$ cat config.mk
export PLATFORM = sky130hd
export DESIGN_NAME = operand_select_pipe
export DESIGN_NICKNAME = d
export VERILOG_FILES = /design/src/rtl/operand_select_pkg.sv /design/src/rtl/operand_select_core.sv /design/src/rtl/operand_select_pipe.sv
export SDC_FILE = /design/constraint.sdc
export NUM_CORES = 1
export LEC_CHECK = 0
export CAP_MARGIN = 20
export CORE_MARGIN = 2
export CORE_UTILIZATION = 40
export DETAILED_ROUTE_END_ITERATION = 8
export HOLD_SLACK_MARGIN = 0.1
export PLACE_DENSITY = 0.8
export SLEW_MARGIN = 40
export SYNTH_ARGS = -nofsm -noshare
export SYNTH_HDL_FRONTEND = slang
export SYNTH_SLANG_ARGS = --single-unit
$ cat constraint.sdc
create_clock -name clock -period 2.15 [get_ports clock]
set_clock_uncertainty 0.15 [all_clocks]
set_input_delay 0.215 -clock clock [delete_from_list [all_inputs] [get_ports clock]]
set_output_delay 0.215 -clock clock [all_outputs]
set_load 0.02 [all_outputs]
$ cat src/rtl/operand_select_pkg.sv
// rtl/operand_select_pkg.sv - shared types and constants for the operand select pipe
package operand_select_pkg;

    typedef enum logic [1:0] {
        ST_EMPTY = 2'd0,
        ST_ONE   = 2'd1,
        ST_TWO   = 2'd2
    } opsel_state_e;

    localparam int unsigned OPSEL_WIDTH = 32;
    localparam int unsigned OPSEL_SHIFT = 2;

    localparam int unsigned SRC_ALU = 0;
    localparam int unsigned SRC_MEM = 1;
    localparam int unsigned SRC_IMM = 2;
    localparam int unsigned SRC_PC  = 3;

endpackage

$ cat src/rtl/operand_select_core.sv
// rtl/operand_select_core.sv - combinational select, scale and range check producing {err, src, data}
module operand_select_core
    import operand_select_pkg::*;
#(
    parameter int unsigned            WIDTH      = OPSEL_WIDTH,
    parameter int unsigned            NUM_INPUTS = 4,
    parameter int unsigned            SEL_W      = $clog2(NUM_INPUTS),
    parameter int unsigned            SHIFT      = OPSEL_SHIFT,
    parameter logic [NUM_INPUTS-1:0]  SCALE_MASK = '0
) (
    input  logic [NUM_INPUTS*WIDTH-1:0] in_data_i,
    input  logic [SEL_W-1:0]            sel_i,
    output logic [WIDTH+SEL_W:0]        item_o
);

    logic [WIDTH-1:0] data;
    logic             err;

    // Any selector value that matches no input falls through as an error with zero data.
    always_comb begin
        data = '0;
        err  = 1'b1;
        for (int i = 0; i < NUM_INPUTS; i++) begin
            if (sel_i == SEL_W'(i)) begin
                err  = 1'b0;
                data = SCALE_MASK[i] ? (in_data_i[i*WIDTH +: WIDTH] >> SHIFT)
                                     : in_data_i[i*WIDTH +: WIDTH];
            end
        end
    end

    assign item_o = {err, sel_i, data};

endmodule

$ cat src/rtl/operand_select_pipe.sv
// rtl/operand_select_pipe.sv - registered N:1 operand selector with two-entry skid output stage
module operand_select_pipe
    import operand_select_pkg::*;
#(
    parameter int unsigned            WIDTH      = OPSEL_WIDTH,
    parameter int unsigned            NUM_INPUTS = 4,
    parameter int unsigned            SHIFT      = OPSEL_SHIFT,
    parameter logic [NUM_INPUTS-1:0]  SCALE_MASK = NUM_INPUTS'(4'b0010),
    localparam int unsigned           SEL_W      = $clog2(NUM_INPUTS)
) (
    input  logic                        clock,
    input  logic                        reset,
    input  logic [NUM_INPUTS*WIDTH-1:0] in_data,
    input  logic [SEL_W-1:0]            in_sel,
    input  logic                        in_valid,
    output logic                        in_ready,
    output logic [WIDTH-1:0]            out_data,
    output logic [SEL_W-1:0]            out_src,
    output logic                        out_err,
    output logic                        out_valid,
    input  logic                        out_ready
);

    localparam int unsigned ITEM_W = WIDTH + SEL_W + 1;

    opsel_state_e      state_q;
    logic [ITEM_W-1:0] main_q;
    logic [ITEM_W-1:0] skid_q;
    logic              in_ready_q;
    logic              out_valid_q;
    logic [ITEM_W-1:0] item_d;
    logic              accept;
    logic              deliver;

    operand_select_core #(
        .WIDTH      (WIDTH),
        .NUM_INPUTS (NUM_INPUTS),
        .SEL_W      (SEL_W),
        .SHIFT      (SHIFT),
        .SCALE_MASK (SCALE_MASK)
    ) u_core (
        .in_data_i (in_data),
        .sel_i     (in_sel),
        .item_o    (item_d)
    );

    assign accept  = in_valid && in_ready_q;
    assign deliver = out_valid_q && out_ready;

    // in_ready is only ever low in TWO, so it is updated on the same edges that enter/leave TWO.
    always_ff @(posedge clock or posedge reset) begin
        if (reset) begin
            state_q     <= ST_EMPTY;
            main_q      <= '0;
            skid_q      <= '0;
            in_ready_q  <= 1'b1;
            out_valid_q <= 1'b0;
        end else begin
            case (state_q)
                ST_EMPTY: begin
                    if (accept) begin
                        main_q      <= item_d;
                        state_q     <= ST_ONE;
                        out_valid_q <= 1'b1;
                    end
                end
                ST_ONE: begin
                    if (accept && deliver) begin
                        main_q <= item_d;
                    end else if (deliver) begin
                        state_q     <= ST_EMPTY;
                        out_valid_q <= 1'b0;
                    end else if (accept) begin
                        skid_q     <= item_d;
                        state_q    <= ST_TWO;
                        in_ready_q <= 1'b0;
                    end
                end
                ST_TWO: begin
                    if (deliver) begin
                        main_q     <= skid_q;
                        state_q    <= ST_ONE;
                        in_ready_q <= 1'b1;
                    end
                end
                default: begin
                    state_q     <= ST_EMPTY;
                    in_ready_q  <= 1'b1;
                    out_valid_q <= 1'b0;
                end
            endcase
        end
    end

    assign in_ready  = in_ready_q;
    assign out_valid = out_valid_q;
    assign out_err   = main_q[ITEM_W-1];
    assign out_src   = main_q[WIDTH +: SEL_W];
    assign out_data  = main_q[WIDTH-1:0];

endmodule

==> run summary <==
## Setup path
- state_q[1]$_DFFE_PP0P_ — reg-to-reg startpoint
- 0.19 ns — reg2reg setup slack
- main_q[2]$_DFFE_PP0P_ — r2r endpoint
- flop — Startpoint Class
- 18 — maximum fanout count along the critical path
- reg2reg — class of the most critical setup path
- 5 — R2R cell count
- 2.22 ns — worst path required time
- 2.03 ns — arrival time worst endpoint
- flop — critical path endpoint category

## Timing
- 91.3% — Final Cycle Share
- 0.139 ns — Post-Route Hold Slack
- 0 — endpoints failing setup
- 0.422 ns — slew of the pin with the lowest slew margin
- 1.96 ns — final worst path period need
- no — unrepaired setup endpoints after global routing
- 0 — count of final max-slew check failures
- 0 — Fin. Hold Viols
- 71.8% — remaining max-slew budget at the tightest pin
- 0.510 GHz — maximum achievable frequency

## Die
- 107 um — die outline width
- 41.2% — starting utilization of the core area
- 37 — total number of placement rows
- 0.0104 sq mm — Core Box Area
- 0.0115 sq mm — Total Die Area
- 171 — total I/O pin count
- 107 um — height of the die

## Pwr
- 3.22 mW — power consumption
- 500 mW/mm^2 — pwr dens
- 2.99 nW — leakage power of the design
- 0.336 mV — largest voltage drop on the vdd net

## Drt
- 16.3 um — Wirelength per Cell
- 0 — count of unresolved DRC violations after routing
- 5.27 — routed vias/inst
- 5 — number of optimization iterations in the first detailed-route pass
- 0 — residual antenna-violating net count after detailed routing
- 11600 um — WL final
- 3750 — total via count after detailed routing
- 148 — number of violations reported at the end of detailed-routing iteration 0

## Synthesis
- 42.7% — Synth top area share
- sky130_fd_sc_hd__dfrtp_1, sky130_fd_sc_hd__mux2_2, sky130_fd_sc_hd__mux2i_1 — leading cell types by total area after synthesis
- 43.3% — share of the yosys chip area belonging to registers
- 0 — warnings from Yosys
- 0.00428 sq mm — post-synthesis instance area
- 74 — flip-flop and latch count after synthesis
- 29 — count of different cell masters after synthesis
- sky130_fd_sc_hd__dfrtp_1 — cell taking the most area after synthesis
- 403 — Post-Synthesis Cells
- 537 — Synth Net Count
- 10.6 sq um — post-synthesis area per instance

## Clock network
- 0 — Post-CTS Setup Inserts
- 0.08 ns — clock slew at the register clock pins of the worst setup and hold paths
- 3 — CTS HTree Levels
- yes — CTS tree
- 9 — Inserted Clock Buffers
- sky130_fd_sc_hd__clkbuf_8 — clock tree root driver cell
- 2 — maximum number of buffers from clock root to sink
- 0 — hold buffer count at CTS
- 0 — total of cells resized after clock tree synthesis
- 0.34 ns — clock latency on the worst-skew pair
- 74 — clock net sink count

## Finish
- 18.8% — layout cells sized above 1
- 704 — final layout net count
- sky130_fd_sc_hd__clkdlybuf4s50_1 — most common library cell in the layout ignoring fill and taps
- sky130_fd_sc_hd__clkdlybuf4s50_1, sky130_fd_sc_hd__dfrtp_1, sky130_fd_sc_hd__mux2_2 — most used cells in the layout excluding fill and tap cells
- 0.00645 sq mm — final design area excluding fillers
- 62.2% — fraction of the core area covered by cells at the end of the flow
- 50.8% — Area Growth Syn to Fin
- 831 — filler cell count in the final layout
- 0 — antenna diode count

## Global routing
- 0 — antenna violations before repair
- 18900 um — wire length of the first global-routing pass
- 75 — pin count of the biggest net entering global routing
- 0 — GRT Residual Overflow
- 3925 — via count of the first global-routing pass
- 20.4% — total track usage

## Place
- 168 — IO buf count
- 0.771 — routability cong.
- 8590 um — half-perimeter wire length of the detailed placement result
- 0.00621 sq mm — Placement Cell Area

## Worst hold path
- in2async — path type of the worst min-delay path

## Status
- finished clean — run status

## Job
- 0 — max_cap viols

[flip-flops by register name, indices dropped and copies added (netlist names)]
| name | cells |
|---|---|
| state_q | 2 |
| skid_q | 35 |
| main_q | 35 |
| in_ready | 1 |
| out_valid | 1 |
[worst max-delay path: stages, from the launching register on]
cell                      delay [ns]
sky130_fd_sc_hd__dfrtp_1        0.45
sky130_fd_sc_hd__and3b_1        0.22
sky130_fd_sc_hd__o21ba_1        0.23
sky130_fd_sc_hd__a31oi_4        0.23
sky130_fd_sc_hd__buf_12         0.21
sky130_fd_sc_hd__mux2_2         0.35
[per-layer routing]
metal | wire length, um | vias up | GRT usage [%]
li1 | - | 1790 | -
met1 | 4780 | 1787 | 24.6
met2 | 5720 | 155 | 36.3
met3 | 884 | 18 | 4.66
met4 | 168 | 0 | 5.95
met5 | 0 | - | 0
[Yosys cell counts]
library cell                n
sky130_fd_sc_hd__dfrtp_1   73
sky130_fd_sc_hd__mux2_2    64
sky130_fd_sc_hd__mux2i_1   60
sky130_fd_sc_hd__nand2_1   41
sky130_fd_sc_hd__nor2_1    38
sky130_fd_sc_hd__o21ai_0   33
sky130_fd_sc_hd__a221oi_1  28
sky130_fd_sc_hd__clkbuf_1  17
sky130_fd_sc_hd__buf_2     11
sky130_fd_sc_hd__a21oi_1    7
sky130_fd_sc_hd__buf_6      3
sky130_fd_sc_hd__inv_1      3
sky130_fd_sc_hd__mux2_1     3
sky130_fd_sc_hd__nand3_1    3
sky130_fd_sc_hd__a211oi_1   2
sky130_fd_sc_hd__a22oi_1    2
sky130_fd_sc_hd__and2_1     2
sky130_fd_sc_hd__nor3b_1    2
sky130_fd_sc_hd__a31oi_4    1
sky130_fd_sc_hd__and3_1     1
sky130_fd_sc_hd__and3b_1    1
sky130_fd_sc_hd__buf_4      1
sky130_fd_sc_hd__dfstp_2    1
sky130_fd_sc_hd__nand2b_1   1
sky130_fd_sc_hd__nand3b_1   1
sky130_fd_sc_hd__nor2b_1    1
sky130_fd_sc_hd__o21a_1     1
sky130_fd_sc_hd__o21ba_1    1
sky130_fd_sc_hd__o21bai_1   1
[where the power goes]
group          internal (mW)  switching, mW
logic                  0.366          0.215
registers               1.39              0
clock network          0.747          0.506
total                   2.50          0.721
[cell type report]
cell class / instances / area [sq um] / share of cell area (%)
tap: 136 / 170 / 2.64
multi-input combinational: 294 / 2260 / 35.1
inverter: 3 / 15.0 / 0.233
clock inverter: 4 / 72.6 / 1.13
timing repair buffer: 188 / 1910 / 29.6
clock buffer: 12 / 165 / 2.56
sequential: 74 / 1850 / 28.7
[logic make-up after synthesis]
group	after synthesis	share of synthesized area, %
compound gates	76	12.2
buf+inv	35	4.01
flops	74	43.3
mux	127	31.7
simple gates	91	8.75
[how the worst max path moves through the flow]
stage,depth (start not counted),endpoint,from
CTS,5,main_q[2]$_DFFE_PP0P_,out_valid$_DFFE_PP0P_
detailed placement,6,main_q[2]$_DFFE_PP0P_,in_valid
global route,5,main_q[8]$_DFFE_PP0P_,state_q[1]$_DFFE_PP0P_
floorplan,5,main_q[2]$_DFFE_PP0P_,out_valid$_DFFE_PP0P_
finish,5,main_q[2]$_DFFE_PP0P_,state_q[1]$_DFFE_PP0P_
global placement,6,main_q[11]$_DFFE_PP0P_,in_valid
[stage by stage]
step                      std cells  setup TNS [ns]  setup WS [ns]
after floorplan                 403               0          0.182
after global placement          695               0         0.0368
after detailed placement        695          -0.149        -0.0219
after CTS                       711               0          0.190
after global routing            711               0          0.112
final                           711               0          0.188
(Power assumes the default switching activity.)
==> edit 1, RTL diff (config.mk and constraints unchanged) <==
Re-encode `opsel_state_e` (3 states) as one-hot, 3 bits wide.
--- a/src/rtl/operand_select_pkg.sv
+++ b/src/rtl/operand_select_pkg.sv
@@ -1,10 +1,10 @@
 // rtl/operand_select_pkg.sv - shared types and constants for the operand select pipe
 package operand_select_pkg;
 
-    typedef enum logic [1:0] {
-        ST_EMPTY = 2'd0,
-        ST_ONE   = 2'd1,
-        ST_TWO   = 2'd2
+    typedef enum logic [2:0] {
+        ST_EMPTY = 3'b001,
+        ST_ONE   = 3'b010,
+        ST_TWO   = 3'b100
     } opsel_state_e;
 
     localparam int unsigned OPSEL_WIDTH = 32;
Formal check against the unedited RTL: no difference found for any inputs over 4 cycles, from zero or initial values and one cycle with reset high; so few cycles prove little.
==> edit 1 against the unedited design <==
Final area decreased by 1.6%; worst setup slack got worse by 53 ps; global-route usage fell by 2.4 points; sequential cell count is 1 higher; synthesized area is 1.0% lower; routed wire length fell by 14%; fmax decreased by 2.6%; sequential share of layout area increased by 0.89 points; via count decreased by 20%.
Power is not compared: it rests on default switching activity, and its combinational part moved more than twofold at a synthesized area within 25%.
==> edit 1: results (changes against the unedited design) <==
<table>
<tr><th>Metric</th><th>Value</th></tr>
<tr><th colspan="2">Outcome</th></tr>
<tr><td>Outcome</td><td>completed</td></tr>
<tr><th colspan="2">Finish</th></tr>
<tr><td>Proportion of layout cells with a drive suffix above 1</td><td>36.8% (+18 points)</td></tr>
<tr><td>Final Net Count</td><td>575 (-18%)</td></tr>
<tr><td>Largest registers ranked by flip-flop count</td><td>main_q: 35 flops, skid_q: 35 flops, state_q: 3 flops</td></tr>
<tr><td>Fill count</td><td>807 (-2.9%)</td></tr>
<tr><td>Register Area</td><td>1880 µm² (+1.4%)</td></tr>
<tr><th colspan="2">Worst setup path</th></tr>
<tr><td>Slowest Stage Delay on Critical Path</td><td>620 ps (+170 ps)</td></tr>
<tr><td>Cell with the biggest individual delay on the critical path</td><td>sky130_fd_sc_hd__dfstp_2</td></tr>
<tr><td>Cell type group with the largest total delay on the critical path</td><td>simple AND/OR/NAND/NOR gates</td></tr>
<tr><td>Highest fanout seen on the critical path</td><td>19 (+1)</td></tr>
<tr><td>Worst Setup EP</td><td>skid_q[26]</td></tr>
<tr><td>Worst reg2reg path startpoint</td><td>in_ready</td></tr>
<tr><td>Flop-to-flop setup slack</td><td>130 ps (-50 ps)</td></tr>
<tr><td>Data arrival time at the worst-slack endpoint</td><td>2080 ps (+50 ps)</td></tr>
<tr><th colspan="2">Global routing</th></tr>
<tr><td>Number of global-route vias before repair</td><td>3287 (-16%)</td></tr>
<tr><td>Global-route usage over all layers</td><td>18.0% (-2.4 points)</td></tr>
<tr><td>Global-route wire length before repair</td><td>16000 µm (-15%)</td></tr>
<tr><td>Pin count of the biggest net entering global routing</td><td>76 (+1.3%)</td></tr>
<tr><th colspan="2">Synthesis</th></tr>
<tr><td>Number of different library cells in the post-synthesis netlist</td><td>34 (+17%)</td></tr>
<tr><td>Post-synthesis net count</td><td>404 (-25%)</td></tr>
<tr><td>Sequential-to-total area share from yosys stat</td><td>44.4% (+1.1 points)</td></tr>
<tr><td>Leading post-synthesis cells by cell area</td><td>sky130_fd_sc_hd__dfrtp_1 (43%), sky130_fd_sc_hd__mux2_2 (20%), sky130_fd_sc_hd__mux4_2 (14%), sky130_fd_sc_hd__mux2_4 (9.9%), sky130_fd_sc_hd__mux4_1 (2.5%)</td></tr>
<tr><th colspan="2">Place</th></tr>
<tr><td>Placed cell area</td><td>6140 µm² (-1.2%)</td></tr>
<tr><td>Final GP Congestion</td><td>0.759 (-1.6%)</td></tr>
<tr><th colspan="2">Route</th></tr>
<tr><td>Iteration-0 DRC count of the detailed router</td><td>90 (-39%)</td></tr>
<tr><td>Final WL</td><td>9910 µm (-14%)</td></tr>
<tr><td>Vias after detailed routing</td><td>3018 (-20%)</td></tr>
<tr><th colspan="2">STA</th></tr>
<tr><td>Max-Slew Margin vs Limit</td><td>73.7% (+1.9 points)</td></tr>
</table>
-- edit 1: changes by cell type in the layout (fill, tap and decap cells not counted), moves of 26 or more --
cell and change:
sky130_fd_sc_hd__mux4_2 +26, sky130_fd_sc_hd__nor2_1 -34, sky130_fd_sc_hd__mux2i_1 -57, sky130_fd_sc_hd__a221oi_1 -28, sky130_fd_sc_hd__o21ai_0 -29, sky130_fd_sc_hd__mux2_4 +28
sky130_fd_sc_hd__nand2_1 -34
-- edit 1: cells by family after synthesis --
kind of cell	count (synthesis)	share of synthesized area (%)
AO/OA/AOI/OAI	15	2.34
buffers and inverters	22	3.67
XOR/XNOR	1	0.207
AND/OR/NAND/NOR	22	2.72
multiplexers	135	46.7
flip-flops	75	44.4
-- edit 1: metrics by stage --
step / instances / hold slack, ps / worst slack, ps / util [%] / power (mW)
final: 582 / 196 / 135 / 61.7 / 6.70
after global routing: 582 / 215 / 98.1 / 61.7 / 7.08
after CTS: 582 / 205 / 136 / 61.7 / 6.78
after detailed placement: 566 / 321 / 22.4 / 59.7 / 5.65
after global placement: 566 / 320 / 46.9 / 59.7 / 5.50
after floorplan: 270 / 265 / 53.7 / - / 4.28
-- edit 1: metal layers --
| layer | track usage, % | vias to the layer above | share of wire [%] | wire length (µm) |
|---|---|---|---|---|
| li1 | - | 1375 | - | - |
| met1 | 19.9 | 1526 | 38 | 3770 |
| met2 | 34.2 | 112 | 54 | 5400 |
| met3 | 5.47 | 5 | 7.0 | 692 |
| met4 | 3.62 | 0 | 0.51 | 51 |
| met5 | 0 | - | 0 | 0 |
-- edit 1: final cells by class --
cell class	instances	share of cell area (%)
multi-input combinational	173	34.7
clock buffer	12	2.45
tap	136	2.68
clock inverter	4	0.789
timing repair buffer	180	29.5
inverter	2	0.178
sequential	75	29.6
==> edit 2, RTL diff (same flow settings) <==
Without the edit above. `NUM_INPUTS` is set to 4 in 2 places; all go to 2.
--- a/src/rtl/operand_select_core.sv
+++ b/src/rtl/operand_select_core.sv
@@ -3,7 +3,7 @@
     import operand_select_pkg::*;
 #(
     parameter int unsigned            WIDTH      = OPSEL_WIDTH,
-    parameter int unsigned            NUM_INPUTS = 4,
+    parameter int unsigned            NUM_INPUTS = 2,
     parameter int unsigned            SEL_W      = $clog2(NUM_INPUTS),
     parameter int unsigned            SHIFT      = OPSEL_SHIFT,
     parameter logic [NUM_INPUTS-1:0]  SCALE_MASK = '0
--- a/src/rtl/operand_select_pipe.sv
+++ b/src/rtl/operand_select_pipe.sv
@@ -3,7 +3,7 @@
     import operand_select_pkg::*;
 #(
     parameter int unsigned            WIDTH      = OPSEL_WIDTH,
-    parameter int unsigned            NUM_INPUTS = 4,
+    parameter int unsigned            NUM_INPUTS = 2,
     parameter int unsigned            SHIFT      = OPSEL_SHIFT,
     parameter logic [NUM_INPUTS-1:0]  SCALE_MASK = NUM_INPUTS'(4'b0010),
     localparam int unsigned           SEL_W      = $clog2(NUM_INPUTS)
Interface: changed (resized in_data, in_sel and out_src); port bits go from 171 to 105. The function was not compared with the original's and may differ.
==> edit 2 against the unedited design <==
Routed wire length down 37%; synthesized area down 13%; count of clock-buffer cells in the layout up 1; worst setup slack better by 69 ps; fmax up 3.6%; critical path depth down 4; final area down 22%; cell count down 36%; global-route usage down 5.2 points; synthesized cell count down 41%; sequential cell count down 4.
Power is not compared: it rests on default switching activity, and its combinational part moved more than twofold at a synthesized area within 25%.
==> edit 2: results (changes against the unedited design) <==
<table>
<tr><th>Metric</th><th>Value</th></tr>
<tr><th colspan="2">Outcome</th></tr>
<tr><td>Outcome</td><td>completed</td></tr>
<tr><th colspan="2">Synthesis</th></tr>
<tr><td>Post-synthesis compound-gate area fraction</td><td>1.92% (-10 points)</td></tr>
<tr><td>Sequential-to-total area share from yosys stat</td><td>47.1% (+3.8 points)</td></tr>
<tr><td>Top cell types by occurrence after synthesis</td><td>sky130_fd_sc_hd__mux2_2 (77), sky130_fd_sc_hd__dfrtp_1 (69), sky130_fd_sc_hd__mux2_4 (52), sky130_fd_sc_hd__buf_6 (7), sky130_fd_sc_hd__buf_4 (4)</td></tr>
<tr><td>Leading post-synthesis cells by cell area</td><td>sky130_fd_sc_hd__dfrtp_1 (46%), sky130_fd_sc_hd__mux2_2 (23%), sky130_fd_sc_hd__mux2_4 (21%), sky130_fd_sc_hd__buf_6 (2.1%), sky130_fd_sc_hd__buf_12 (1.1%)</td></tr>
<tr><td>Number of different library cells in the post-synthesis netlist</td><td>27 (-6.9%)</td></tr>
<tr><td>Post-synthesis net count</td><td>307 (-43%)</td></tr>
<tr><td>Share of synthesized area spent on multiplexers</td><td>44.3% (+13 points)</td></tr>
<tr><th colspan="2">Worst setup path</th></tr>
<tr><td>Startpoint of the worst setup timing path</td><td>in_ready</td></tr>
<tr><td>Data arrival time at the worst-slack endpoint</td><td>1530 ps (-500 ps)</td></tr>
<tr><td>Cell type group with the largest total delay on the critical path</td><td>buffers and inverters</td></tr>
<tr><td>Highest fanout seen on the critical path</td><td>7 (-11)</td></tr>
<tr><th colspan="2">Route</th></tr>
<tr><td>Iteration-0 DRC count of the detailed router</td><td>44 (-70%)</td></tr>
<tr><th colspan="2">Global routing</th></tr>
<tr><td>Number of global-route vias before repair</td><td>2397 (-39%)</td></tr>
<tr><td>Global-route usage over all layers</td><td>15.2% (-5.2 points)</td></tr>
<tr><td>Global-route wire length before repair</td><td>12000 µm (-36%)</td></tr>
<tr><td>Pin count of the biggest net entering global routing</td><td>71 (-5.3%)</td></tr>
<tr><td>Met2 Use GR</td><td>26.0% (-10 points)</td></tr>
<tr><td>Met1 routing resource usage after global routing</td><td>19.1% (-5.5 points)</td></tr>
<tr><th colspan="2">Finish</th></tr>
<tr><td>Largest registers ranked by flip-flop count</td><td>main_q: 33 flops, skid_q: 33 flops, state_q: 2 flops</td></tr>
<tr><td>Proportion of layout cells with a drive suffix above 1</td><td>45.2% (+26 points)</td></tr>
<tr><td>Final Net Count</td><td>411 (-42%)</td></tr>
<tr><th colspan="2">Place</th></tr>
<tr><td>I/O Buffers</td><td>101 (-40%)</td></tr>
<tr><td>Final GP Congestion</td><td>0.726 (-5.9%)</td></tr>
<tr><th colspan="2">STA</th></tr>
<tr><td>Worst hold-check slack</td><td>139 ps (+0.276 ps)</td></tr>
</table>
edit 2: changes by cell type in the layout (fill, tap and decap cells not counted), sizes merged, moves of 4 or more:
cell / before / now
a221oi: 28 / 0
nor2: 38 / 1
dfrtp: 73 / 69
a21oi: 7 / 0
clkdlybuf4s50: 166 / 100
buf: 22 / 9
nand2: 41 / 2
mux2i: 60 / 0
mux2: 67 / 129
o21ai: 33 / 2
edit 2: metal layers:
layer / routed length, µm / vias up / share of wire [%]
met1: 3190 / 1136 / 44
met4: 41 / 0 / 0.56
met5: 0 / - / 0
met3: 329 / 4 / 4.5
li1: - / 1060 / -
met2: 3740 / 70 / 51
edit 2: worst paths after layout:
check | to | cells past startpoint
worst min register to register | skid_q[6] | 1
max in group asynchronous | in_ready | 3
worst min-delay path | skid_q[8] | 3
worst max register to register | main_q[32] | 4
worst max-delay path | in_ready | 1
min in group clock | skid_q[32] | 3
edit 2: cell type report:
| type | instances | area (µm²) |
|---|---|---|
| Clock inverter | 1 | 5.00 |
| Timing Repair Buffer | 109 | 1140 |
| Tap cell | 111 | 139 |
| Sequential cell | 70 | 1750 |
| Fill cell | 764 | 4130 |
| Inverter | 2 | 7.51 |
| Multi-Input combinational cell | 150 | 1810 |
| Clock buffer | 13 | 169 |
edit 2: through the flow:
stage / setup slack (ps) / power [mW] / std cells / area [µm²] / utilization (%)
after CTS: 233 / 4.80 / 456 / 5020 / 54.9
final: 256 / 4.73 / 456 / 5020 / 54.9
after global routing: 196 / 5.02 / 456 / 5020 / 54.9
after detailed placement: 76.8 / 3.83 / 442 / 4850 / 53.0
after floorplan: 18.4 / 3.00 / 238 / 3720 / -
after global placement: 103 / 3.77 / 442 / 4850 / 53.0
